[src/rtl/cpu_defs_pkg.sv]
// Shared core definitions: exception codes, writeback exception-vector bit
// positions and the small enums used by the commit-point redirect logic.
package cpu_defs;

    localparam logic [5:0] ECODE_INT  = 6'h00;
    localparam logic [5:0] ECODE_ADEF = 6'h08;
    localparam logic [5:0] ECODE_ALE  = 6'h09;
    localparam logic [5:0] ECODE_SYS  = 6'h0B;
    localparam logic [5:0] ECODE_BRK  = 6'h0C;
    localparam logic [5:0] ECODE_INE  = 6'h0D;

    localparam int EXC_SYS  = 0;
    localparam int EXC_BRK  = 1;
    localparam int EXC_INE  = 2;
    localparam int EXC_ALE  = 3;
    localparam int EXC_ADEF = 4;

    typedef enum logic [1:0] {
        BADV_NONE  = 2'd0,
        BADV_PC    = 2'd1,
        BADV_VADDR = 2'd2
    } badv_sel_e;

    typedef enum logic {
        ST_IDLE     = 1'b0,
        ST_REDIRECT = 1'b1
    } redir_state_e;

endpackage

[src/rtl/exc_redirect_ctrl_prio_enc.sv]
// Combinational cause priority encoder: picks the winning exception among
// the pending interrupt and the writeback cause bits.
module exc_prio_enc
    import cpu_defs::*;
#(
    parameter int EXC_W = 6
) (
    input  logic [EXC_W-1:0] wb_exc,
    input  logic             has_int,
    output logic             exc_hit,
    output logic [5:0]       ecode,
    output logic [8:0]       esubcode,
    output logic [1:0]       badv_sel
);

    // Bits above ADEF are reserved and never raise an exception.
    logic unused_exc_bits;
    assign unused_exc_bits = ^wb_exc;

    always_comb begin
        exc_hit  = 1'b1;
        ecode    = 6'd0;
        esubcode = 9'd0;
        badv_sel = BADV_NONE;
        if (has_int) begin
            ecode = ECODE_INT;
        end else if (wb_exc[EXC_ADEF]) begin
            ecode    = ECODE_ADEF;
            badv_sel = BADV_PC;
        end else if (wb_exc[EXC_INE]) begin
            ecode = ECODE_INE;
        end else if (wb_exc[EXC_SYS]) begin
            ecode = ECODE_SYS;
        end else if (wb_exc[EXC_BRK]) begin
            ecode = ECODE_BRK;
        end else if (wb_exc[EXC_ALE]) begin
            ecode    = ECODE_ALE;
            badv_sel = BADV_VADDR;
        end else begin
            exc_hit = 1'b0;
        end
    end

endmodule

[src/rtl/exc_redirect_ctrl.sv]
// Commit-point exception / ERTN sequencer: cancels the pipeline, issues one
// CSR update command and holds a fetch redirect until pre-IF accepts it.
module exc_redirect_ctrl
    import cpu_defs::*;
#(
    parameter int PC_W  = 32,
    parameter int EXC_W = 6
) (
    input  logic             clk,
    input  logic             resetn,
    input  logic             wb_valid,
    input  logic [EXC_W-1:0] wb_exc,
    input  logic             ertn_flush,
    input  logic [PC_W-1:0]  wb_pc,
    input  logic [PC_W-1:0]  wb_fault_vaddr,
    input  logic             has_int,
    input  logic [PC_W-1:0]  csr_eentry,
    input  logic [PC_W-1:0]  csr_era,
    input  logic             redirect_ready,
    output logic             cancel_exc_ertn,
    output logic             exc_commit,
    output logic [5:0]       exc_ecode,
    output logic [8:0]       exc_esubcode,
    output logic [PC_W-1:0]  exc_era,
    output logic             exc_badv_we,
    output logic [PC_W-1:0]  exc_badv,
    output logic             ertn_commit,
    output logic             redirect_valid,
    output logic [PC_W-1:0]  redirect_pc,
    output logic             fetch_hold
);

    redir_state_e    state_q, state_d;
    logic [PC_W-1:0] redirect_pc_q, redirect_pc_d;

    logic       take_int, take_exc, take_ertn;
    logic       in_idle, exc_fire, ertn_fire;
    logic       enc_hit;
    logic [5:0] enc_ecode;
    logic [8:0] enc_esubcode;
    logic [1:0] enc_badv_sel;

    exc_prio_enc #(
        .EXC_W (EXC_W)
    ) u_prio_enc (
        .wb_exc   (wb_exc),
        .has_int  (take_int),
        .exc_hit  (enc_hit),
        .ecode    (enc_ecode),
        .esubcode (enc_esubcode),
        .badv_sel (enc_badv_sel)
    );

    // Interrupts are only taken on a retiring instruction so ERA has a real PC.
    assign take_int  = wb_valid & has_int;
    assign take_exc  = enc_hit;
    assign take_ertn = ertn_flush & ~take_exc;

    // resetn gating keeps the combinational strobes quiet while in reset.
    assign in_idle   = resetn & (state_q == ST_IDLE);
    assign exc_fire  = in_idle & take_exc;
    assign ertn_fire = in_idle & take_ertn;

    always_comb begin
        cancel_exc_ertn = exc_fire | ertn_fire;
        exc_commit      = exc_fire;
        ertn_commit     = ertn_fire;
        exc_ecode       = 6'd0;
        exc_esubcode    = 9'd0;
        exc_era         = '0;
        exc_badv_we     = 1'b0;
        exc_badv        = '0;
        if (exc_fire) begin
            exc_ecode    = enc_ecode;
            exc_esubcode = enc_esubcode;
            exc_era      = wb_pc;
            exc_badv_we  = (enc_badv_sel != BADV_NONE);
            if (enc_badv_sel == BADV_PC) begin
                exc_badv = wb_pc;
            end else if (enc_badv_sel == BADV_VADDR) begin
                exc_badv = wb_fault_vaddr;
            end
        end
    end

    always_comb begin
        state_d       = state_q;
        redirect_pc_d = redirect_pc_q;
        case (state_q)
            ST_IDLE: begin
                if (exc_fire) begin
                    state_d       = ST_REDIRECT;
                    redirect_pc_d = csr_eentry;
                end else if (ertn_fire) begin
                    state_d       = ST_REDIRECT;
                    redirect_pc_d = csr_era;
                end
            end
            ST_REDIRECT: begin
                if (redirect_ready) begin
                    state_d = ST_IDLE;
                end
            end
            default: state_d = ST_IDLE;
        endcase
    end

    always_ff @(posedge clk or negedge resetn) begin
        if (!resetn) begin
            state_q       <= ST_IDLE;
            redirect_pc_q <= '0;
        end else begin
            state_q       <= state_d;
            redirect_pc_q <= redirect_pc_d;
        end
    end

    assign redirect_valid = (state_q == ST_REDIRECT);
    assign fetch_hold     = (state_q == ST_REDIRECT);
    assign redirect_pc    = redirect_pc_q;

endmodule

[config.mk]
export PLATFORM = sky130hd
export DESIGN_NAME = exc_redirect_ctrl
export DESIGN_NICKNAME = d
export VERILOG_FILES = /design/src/rtl/cpu_defs_pkg.sv /design/src/rtl/exc_redirect_ctrl_prio_enc.sv /design/src/rtl/exc_redirect_ctrl.sv
export SDC_FILE = /design/constraint.sdc
export NUM_CORES = 1
export LEC_CHECK = 0
export ABC_CLOCK_PERIOD_IN_PS = 3000
export CORE_AREA = 3 3 97 99
export CTS_CLUSTER_DIAMETER = 150
export CTS_CLUSTER_SIZE = 16
export DETAILED_ROUTE_END_ITERATION = 8
export DIE_AREA = 0 0 100 102
export GPL_TIMING_DRIVEN = 0
export PLACE_DENSITY = 0.78
export SYNTH_ARGS = -nofsm -noshare
export SYNTH_HDL_FRONTEND = slang
export SYNTH_SLANG_ARGS = --single-unit
[constraint.sdc]
create_clock -name clk -period 3 [get_ports clk]
set_input_delay 0.6 -clock clk [delete_from_list [all_inputs] [get_ports clk]]
set_output_delay 0.6 -clock clk [all_outputs]
set_load 0.02 [all_outputs]
==> results.env, run 1 <==
RUN_STATUS='complete, no violations'
GPL.FINAL_WEIGHTED_CONGESTION=0.898
REG2REG_TO='redirect_pc[14]'
INITIALDRTVIOLATIONCOUNT=167
SYNTHESIS.AREA_PER_INSTANCE_UM2=8.32
SYNTH.CELL_AREA_UM2=2350
MAX_ROOT_SINK_BUFFERS=2
YS_SEQ_AREA_SHARE_PCT=35.1
WORSTSETUPENDPOINTTYPE='output pin'
PLACE_WS_NS=-1.00
TOTAL_LEAKAGE_POWER_nW=2.64
INSERTEDDIODECOUNT=0
GROUTE.USAGE.OVERALL_PCT=20.3
NFILLCELLS=818
DRT.ANTENNA.VIOLATING_NETS=0
RR_STARTPOINT='fetch_hold'
VIAS=3066
LAYOUT-DRIVE-GT1-SHARE_PCT=20.2
PLACED_CELLS=645
FF_LATCH_AREA_UM2=826
CLOCK_SINK_COUNT=33
SETUP_TNS_NS=0
CTS_TREE='built'
CRITICAL_PATH.STARTPOINT_TYPE='input pin'
NET_COUNT_REPORTED_AT_FINISH=693
START_UTIL_PCT=27.3
WORST_PATH_CLK_SLEW_NS=0.08
REQ_TIME_CRIT_PATH_NS=2.40
INTERNAL_CELL_POWER_mW=1.23
WORST-SETUP-PATH-TYPE='input pin to output pin'
YOSYS_WARNINGS=0
LAYOUT_WORST_PATH_CYCLE_SHARE_PCT=97.8
ROUTE.DETAILED.DRC=0
DIEAREA_UM2=10200
TOTALPOWERFINAL_mW=1.93
WIRE_LENGTH_OF_THE_FIRST_GLOBAL_ROUTING_PASS_UM=16100
GRT_PASS1_VIAS=3053
POWER.SEQUENTIAL.FRACTION_PCT=31.2
AGGREGATE_GLOBAL_ROUTING_OVERFLOW=0
MAXCLOCKFREQUENCY_GHz=0.341
MAX_CAP_VIOL_COUNT=0
FINAL_CORE_UTILIZATION_PCT=57.0
CRIT_PATH_MAX_FANOUT=10
DP_HPWL_UM=9140
PEAK_PER_STAGE_DELAY_ON_THE_CRITICAL_PATH_NS=0.58
REPORT.FINAL.SLEW_VIOL_COUNT=0
FIN_WS_NS=0.0660
CLOCK_POWER_SHARE_PCT=18.6
SYNTH_LARGEST_AREA_CELL='sky130_fd_sc_hd__dfrtp_1'
YOSYS.CELL_TYPES.COUNT=26
TIMING.FINAL.SETUP_VIOLATIONS=0
DIE_HEIGHT_UM=102
SKEW_NS=0.00872
IO_PINS=257
TOTALWIRELENGTH_UM=11100
CORE_REGION_AREA_UM2=8640
CRIT_BUF_INV=3
FP-ROW-COUNT=34
FIN_CRIT_NS=2.93
CP_DATA_ARRIVAL_TIME_NS=2.33
CLK_ROOT_BUFFER_CELL='sky130_fd_sc_hd__clkbuf_8'
SWITCHING_SHARE_PCT=36.0
FF2FF_PATH_DEPTH=5
DR_PASS1_ITERATIONS=6
VIAS_PER_CELL=4.63
WL_PER_CELL_UM=16.8
CELLPOWERDENSITY_nW_PER_UM2=391
MIN_PATH_TYPE='input pin to async pin'
CLOCK_INSERTION_DELAY_WORST_SKEW_NS=0.28
SYNTH_TOP_FLOP_CELL='sky130_fd_sc_hd__dfrtp_1'
DIE_WIDTH_UM=100
WORST_PATH_MOST_REPEATED_CELL='sky130_fd_sc_hd__dlygate4sd2_1'
INITIAL_ANTENNA_VIOLATION_COUNT=0
HOLD_VIOL_FINAL=0
LARGEST_NET_DEGREE_AT_THE_START_OF_GLOBAL_ROUTING=37
YOSYS-TOP-CELLS-AREA='sky130_fd_sc_hd__dfrtp_1 35%, sky130_fd_sc_hd__inv_1 16%, sky130_fd_sc_hd__a222oi_1 13%'
RSZ0062_AT_GRT='false'
YOSYS.AREA.TOP_TYPE_SHARE_PCT=35.1
BUFFER_PORTS.INSERTED=244
TIMING.CRITICAL_PATH.MAX_DELAY_FAMILY='buffers and inverters'
CTS.HTREE.LEVELS=2
P_COMB_SHARE_PCT=50.2
SYNTHCELLS=283
SWITCHINGPOWER_mW=0.693
CRITICAL_PATH.CELL_CHAIN='dlygate4sd2_1 -> or4_4 -> o21a_1 -> clkbuf_4 -> and2_1 -> dlygate4sd2_1'
NUMBER_OF_ENABLE_TYPE_REGISTER_CELLS_IN_THE_SYNTHESIZED_NETLIST=0
SYNTH.FF_LATCH_COUNT=33
ASYNC_RESET_FF_SHARE_PCT=100
CTS_INSERTED_BUFFERS=5
POST_LAYOUT_NONFILLER_INSTANCES=662
MULTI_INPUT_COMB_AREA_UM2=1040
CRIT_PATH_TOP_DELAY_CELL='sky130_fd_sc_hd__or4_4'
AREAGROWTHSYNTHTOFINISH_PCT=109
IR_DROP_V=0.000226
SETUP.REG_TO_REG.WORST_SLACK_NS=1.04
==> per-stage QoR <==
step | hold WS, ns | instance area, µm²
after floorplan | 0.304 | 2390
after global placement | 0.514 | 4970
after detailed placement | 0.517 | 4960
after CTS | 0.199 | 4920
after global routing | 0.212 | 4930
final | 0.197 | 4930
==> per-layer routing <==
layer	wire, µm	share of wire, %	GRT usage (%)	up-vias
met5	0	0	0	-
met4	232	2.1	5.91	0
met3	1150	10	6.76	14
met2	5860	53	38.8	166
met1	3900	35	21.2	1420
li1	-	-	-	1466
==> kinds of logic after synthesis <==
logic type	count (synthesis)	synth area share [%]
buffers and inverters	130	23.8
AO/OA/AOI/OAI	69	26.9
AND/OR/NAND/NOR	48	13.2
flip-flops	33	35.1
multiplexers	2	0.956
other	1	0.159
==> worst max path at each step <==
stage                     startpoint      endpoint  slack (ns)  cells past startpoint
after global placement        resetn  exc_badv[21]       -1.93                      7
after CTS                  wb_exc[1]   exc_era[24]        0.03                      6
after floorplan            wb_exc[1]  exc_badv[10]        0.39                      4
after detailed placement      resetn  exc_badv[29]       -1.00                      7
final                      wb_exc[1]   exc_era[27]        0.07                      6
after global routing       wb_exc[1]   exc_era[16]       0.001                      7
==> layout by cell type, fill, tap and decap left out <==
cell type                           n
sky130_fd_sc_hd__nor2b_1            1
sky130_fd_sc_hd__and2_1            33
sky130_fd_sc_hd__dlygate4sd2_1     12
sky130_fd_sc_hd__o21ai_0            1
sky130_fd_sc_hd__clkinv_2           1
sky130_fd_sc_hd__buf_2             53
sky130_fd_sc_hd__nor4_4             1
sky130_fd_sc_hd__clkbuf_8           6
sky130_fd_sc_hd__nor2_1             2
sky130_fd_sc_hd__dfrtp_1           33
sky130_fd_sc_hd__nor3_4             1
sky130_fd_sc_hd__and3_1             1
sky130_fd_sc_hd__clkbuf_1           5
sky130_fd_sc_hd__o31ai_4            1
sky130_fd_sc_hd__buf_6             10
sky130_fd_sc_hd__nand2_1            2
sky130_fd_sc_hd__o21a_1             1
sky130_fd_sc_hd__buf_4             24
sky130_fd_sc_hd__a21o_2             1
sky130_fd_sc_hd__nor3_1             2
sky130_fd_sc_hd__clkdlybuf4s50_1  170
sky130_fd_sc_hd__clkbuf_4           3
sky130_fd_sc_hd__a22o_1            32
sky130_fd_sc_hd__inv_1             98
sky130_fd_sc_hd__clkinv_4           1
sky130_fd_sc_hd__or4_4              1
sky130_fd_sc_hd__clkdlybuf4s15_1    3
sky130_fd_sc_hd__nand3b_1           1
sky130_fd_sc_hd__nand3_1            1
sky130_fd_sc_hd__nor2b_4            1
sky130_fd_sc_hd__a21oi_1            2
sky130_fd_sc_hd__or4b_4             1
sky130_fd_sc_hd__mux2_2             2
sky130_fd_sc_hd__clkbuf_2           5
sky130_fd_sc_hd__a222oi_1          31
sky130_fd_sc_hd__conb_1            11
==> area by class of cell <==
class,instances,area share (%)
Clock buffer,6,1.68
Buffer,32,4.83
Tap cell,108,2.74
Timing Repair Buffer,253,45.1
Sequential cell,33,16.8
Clock inverter,2,0.279
Multi-Input combinational cell,130,21.1
Inverter,98,7.47
==> registers in the layout, summed over array words and instances (netlist names) <==
register,cells
fetch_hold,1
redirect_pc,32
==> power by group through the flow <==
| stage | combinational [mW] | sequential, mW | clock, mW |
|---|---|---|---|
| after floorplan | 0.313 | 0.719 | 0 |
| after global placement | 0.980 | 0.602 | 0 |
| after detailed placement | 0.994 | 0.606 | 0 |
| after CTS | 0.973 | 0.600 | 0.372 |
| after global routing | 1.04 | 0.612 | 0.390 |
| final | 0.967 | 0.600 | 0.358 |
==> synthesized netlist by cell type (2+ instances only) <==
library cell,instances
sky130_fd_sc_hd__nor2_1,2
sky130_fd_sc_hd__dfrtp_1,33
sky130_fd_sc_hd__and2_1,33
sky130_fd_sc_hd__mux2_2,2
sky130_fd_sc_hd__inv_1,98
sky130_fd_sc_hd__nand2_1,2
sky130_fd_sc_hd__clkbuf_1,11
sky130_fd_sc_hd__buf_4,13
sky130_fd_sc_hd__a22o_1,32
sky130_fd_sc_hd__buf_6,2
sky130_fd_sc_hd__a222oi_1,31
sky130_fd_sc_hd__nor3_1,3
sky130_fd_sc_hd__nor2b_1,2
sky130_fd_sc_hd__a21oi_1,2
sky130_fd_sc_hd__buf_2,6
==> what timing repair did <==
| item | in CTS | in global routing |
|---|---|---|
| gates resized for setup | 276 | 8 |
| endpoints found under the setup margin | 72 | 36 |
| setup buffers | 8 | 0 |
| hold buffers | 0 | 0 |
| pin swaps | 5 | 0 |
| cloned | 1 | 0 |
No activity file was read; power rests on OpenSTA's default activity.
==> inputs of run 2 (changes only) <==
Settings changed: SETUP_SLACK_MARGIN from default to 0.15.
==> run 2 against run 1 <==
Net effect:
- flip-flop and latch count unchanged
- power increased by 0.93%
- combinational power increased by 2%
- critical endpoint is now ertn_commit
- critical path depth unchanged
- cell area increased by 2.3%
- sequential power about the same
- critical path type unchanged
- via count about the same
- global-route usage increased by 0.072 points
- worst hold slack got worse by 0.057 ns
- clock power about the same
==> results.env, run 2 (synthesis gave the netlist of run 1 again) <==
BUFFER_PORTS.INSERTED=244
CP_DATA_ARRIVAL_TIME_NS=2.22
TOTAL_LEAKAGE_POWER_nW=2.65
DIE_HEIGHT_UM=102
CLK_ROOT_BUFFER_CELL='sky130_fd_sc_hd__clkbuf_8'
SKEW_NS=0.00740
CLOCK_SINK_COUNT=33
VIAS_PER_CELL=4.61
GROUTE.USAGE.OVERALL_PCT=20.4
ROUTE.DETAILED.DRC=0
LARGEST_REGISTER_FF_COUNT=32
MOSTFREQUENTLAYOUTCELL='sky130_fd_sc_hd__clkdlybuf4s50_1'
PLACE_WS_NS=-1.00
LAYOUT-DRIVE-GT1-SHARE_PCT=22.4
CTS_INSERTED_BUFFERS=5
REPORT.FINAL.SLEW_VIOL_COUNT=0
WL_PER_CELL_UM=16.8
WORST_PATH_CLK_SLEW_NS=0.08
DIEAREA_UM2=10200
RSZ0062_AT_GRT='true'
FIN_CRIT_NS=2.82
CLOCK_INSERTION_DELAY_WORST_SKEW_NS=0.28
TOTALWIRELENGTH_UM=11200
MAX_CAP_VIOL_COUNT=0
AGGREGATE_GLOBAL_ROUTING_OVERFLOW=0
MAX_ROOT_SINK_BUFFERS=2
WORSTSETUPENDPOINTTYPE='output pin'
DR_PASS1_ITERATIONS=8
IR_DROP_V=0.000227
WORST_HOLD_SLACK_NS=0.140
CTS_TREE='built'
INITIAL_ANTENNA_VIOLATION_COUNT=0
HOLD_VIOL_FINAL=0
PLACED_CELLS=645
FINAL_CELL_MIX='170 x sky130_fd_sc_hd__clkdlybuf4s50_1, 98 x sky130_fd_sc_hd__inv_1, 42 x sky130_fd_sc_hd__buf_2'
GRT_PASS1_VIAS=3076
MAXCLOCKFREQUENCY_GHz=0.355
CRITICAL_PATH.STARTPOINT_TYPE='input pin'
DRT.ANTENNA.VIOLATING_NETS=0
FINAL_AREA_UM2=5040
CTS.HTREE.LEVELS=2
POST_DP_CELL_AREA_UM2=4960
VIAS=3068
RUN_STATUS='complete, no violations'
REQ_TIME_CRIT_PATH_NS=2.40
DIE_WIDTH_UM=100
AREAGROWTHSYNTHTOFINISH_PCT=114
CORE_REGION_AREA_UM2=8640
FIN_WS_NS=0.184
MAX-SLEW-MARGIN-REL_PCT=66.2
WORST-SETUP-PATH-TYPE='input pin to output pin'
NET_COUNT_REPORTED_AT_FINISH=696
TOTALPOWERFINAL_mW=1.94
FINAL_CORE_UTILIZATION_PCT=58.4
FP-ROW-COUNT=34
LAYOUT_WORST_PATH_CYCLE_SHARE_PCT=93.9
CTS.HOLD.BUFFERS_ADDED=0
START_UTIL_PCT=27.3
CRIT_PATH_MAX_FANOUT=10
IO_PINS=257
MIN_PATH_TYPE='input pin to async pin'
NFILLCELLS=807
LARGEST_NET_DEGREE_AT_THE_START_OF_GLOBAL_ROUTING=37
GPL.FINAL_WEIGHTED_CONGESTION=0.898
CELLPOWERDENSITY_nW_PER_UM2=385
TIMING.FINAL.SETUP_VIOLATIONS=0
SETUP_TNS_NS=0
POST_LAYOUT_NONFILLER_INSTANCES=666
WORST_MAX_SLEW_PIN_SLEW_NS=0.507
WIRE_LENGTH_OF_THE_FIRST_GLOBAL_ROUTING_PASS_UM=16200
DP_HPWL_UM=9140
INITIALDRTVIOLATIONCOUNT=176
-- run 2: per-layer routing --
layer | wire (µm) | up-vias | GRT usage (%)
li1 | - | 1473 | -
met1 | 3870 | 1418 | 20.9
met2 | 5900 | 160 | 38.8
met3 | 1160 | 17 | 7.10
met4 | 284 | 0 | 6.53
met5 | 0 | - | 0
-- run 2: path summary, 6_finish.rpt --
kind | startpoint | to | slack (ns) | cells past startpoint
max in group asynchronous | resetn | redirect_pc[1] | 2.67 | 1
hold reg to reg | redirect_pc[31] | redirect_pc[31] | 0.53 | 2
min in group clk | redirect_pc[31] | redirect_pc[31] | 0.53 | 2
hold / removal | resetn | redirect_pc[14] | 0.14 | 1
setup / recovery | wb_exc[1] | ertn_commit | 0.18 | 6
setup reg to reg | fetch_hold | redirect_pc[10] | 1.06 | 5
-- run 2: area by class of cell --
type / instances / area [µm²] / area share (%)
Sequential cell: 33 / 826 / 16.4
Clock buffer: 6 / 82.6 / 1.64
Tap cell: 108 / 135 / 2.68
Inverter: 98 / 368 / 7.30
Antenna cell: 1 / 2.50 / 0.0496
Multi-Input combinational cell: 130 / 1040 / 20.6
Buffer: 32 / 251 / 4.99
Timing Repair Buffer: 256 / 2320 / 46.1
Clock inverter: 2 / 13.8 / 0.273
-- run 2: where the power goes --
| part | total [mW] | switching, mW | internal [mW] |
|---|---|---|---|
| logic | 0.983 | 0.462 | 0.521 |
| clock network | 0.359 | 0.173 | 0.186 |
| registers | 0.600 | 0.0599 | 0.540 |
| total | 1.94 | 0.696 | 1.25 |
-- run 2: worst max-delay path: stages --
cell and delay (ns):
sky130_fd_sc_hd__clkdlybuf4s15_2 0.21, sky130_fd_sc_hd__or4_4 0.55, sky130_fd_sc_hd__buf_4 0.16, sky130_fd_sc_hd__nor3_4 0.13, sky130_fd_sc_hd__buf_4 0.21, sky130_fd_sc_hd__dlygate4sd2_1 0.35
-- run 2: timing repair --
item | 4_1_cts | 5_1_grt
setup buffers | 9 | 1
pin swaps | 7 | 4
hold endpoints to repair | 0 | 0
resized for setup | 311 | 21
gates cloned | 2 | 0
endpoints found under the setup margin | 72 | 66
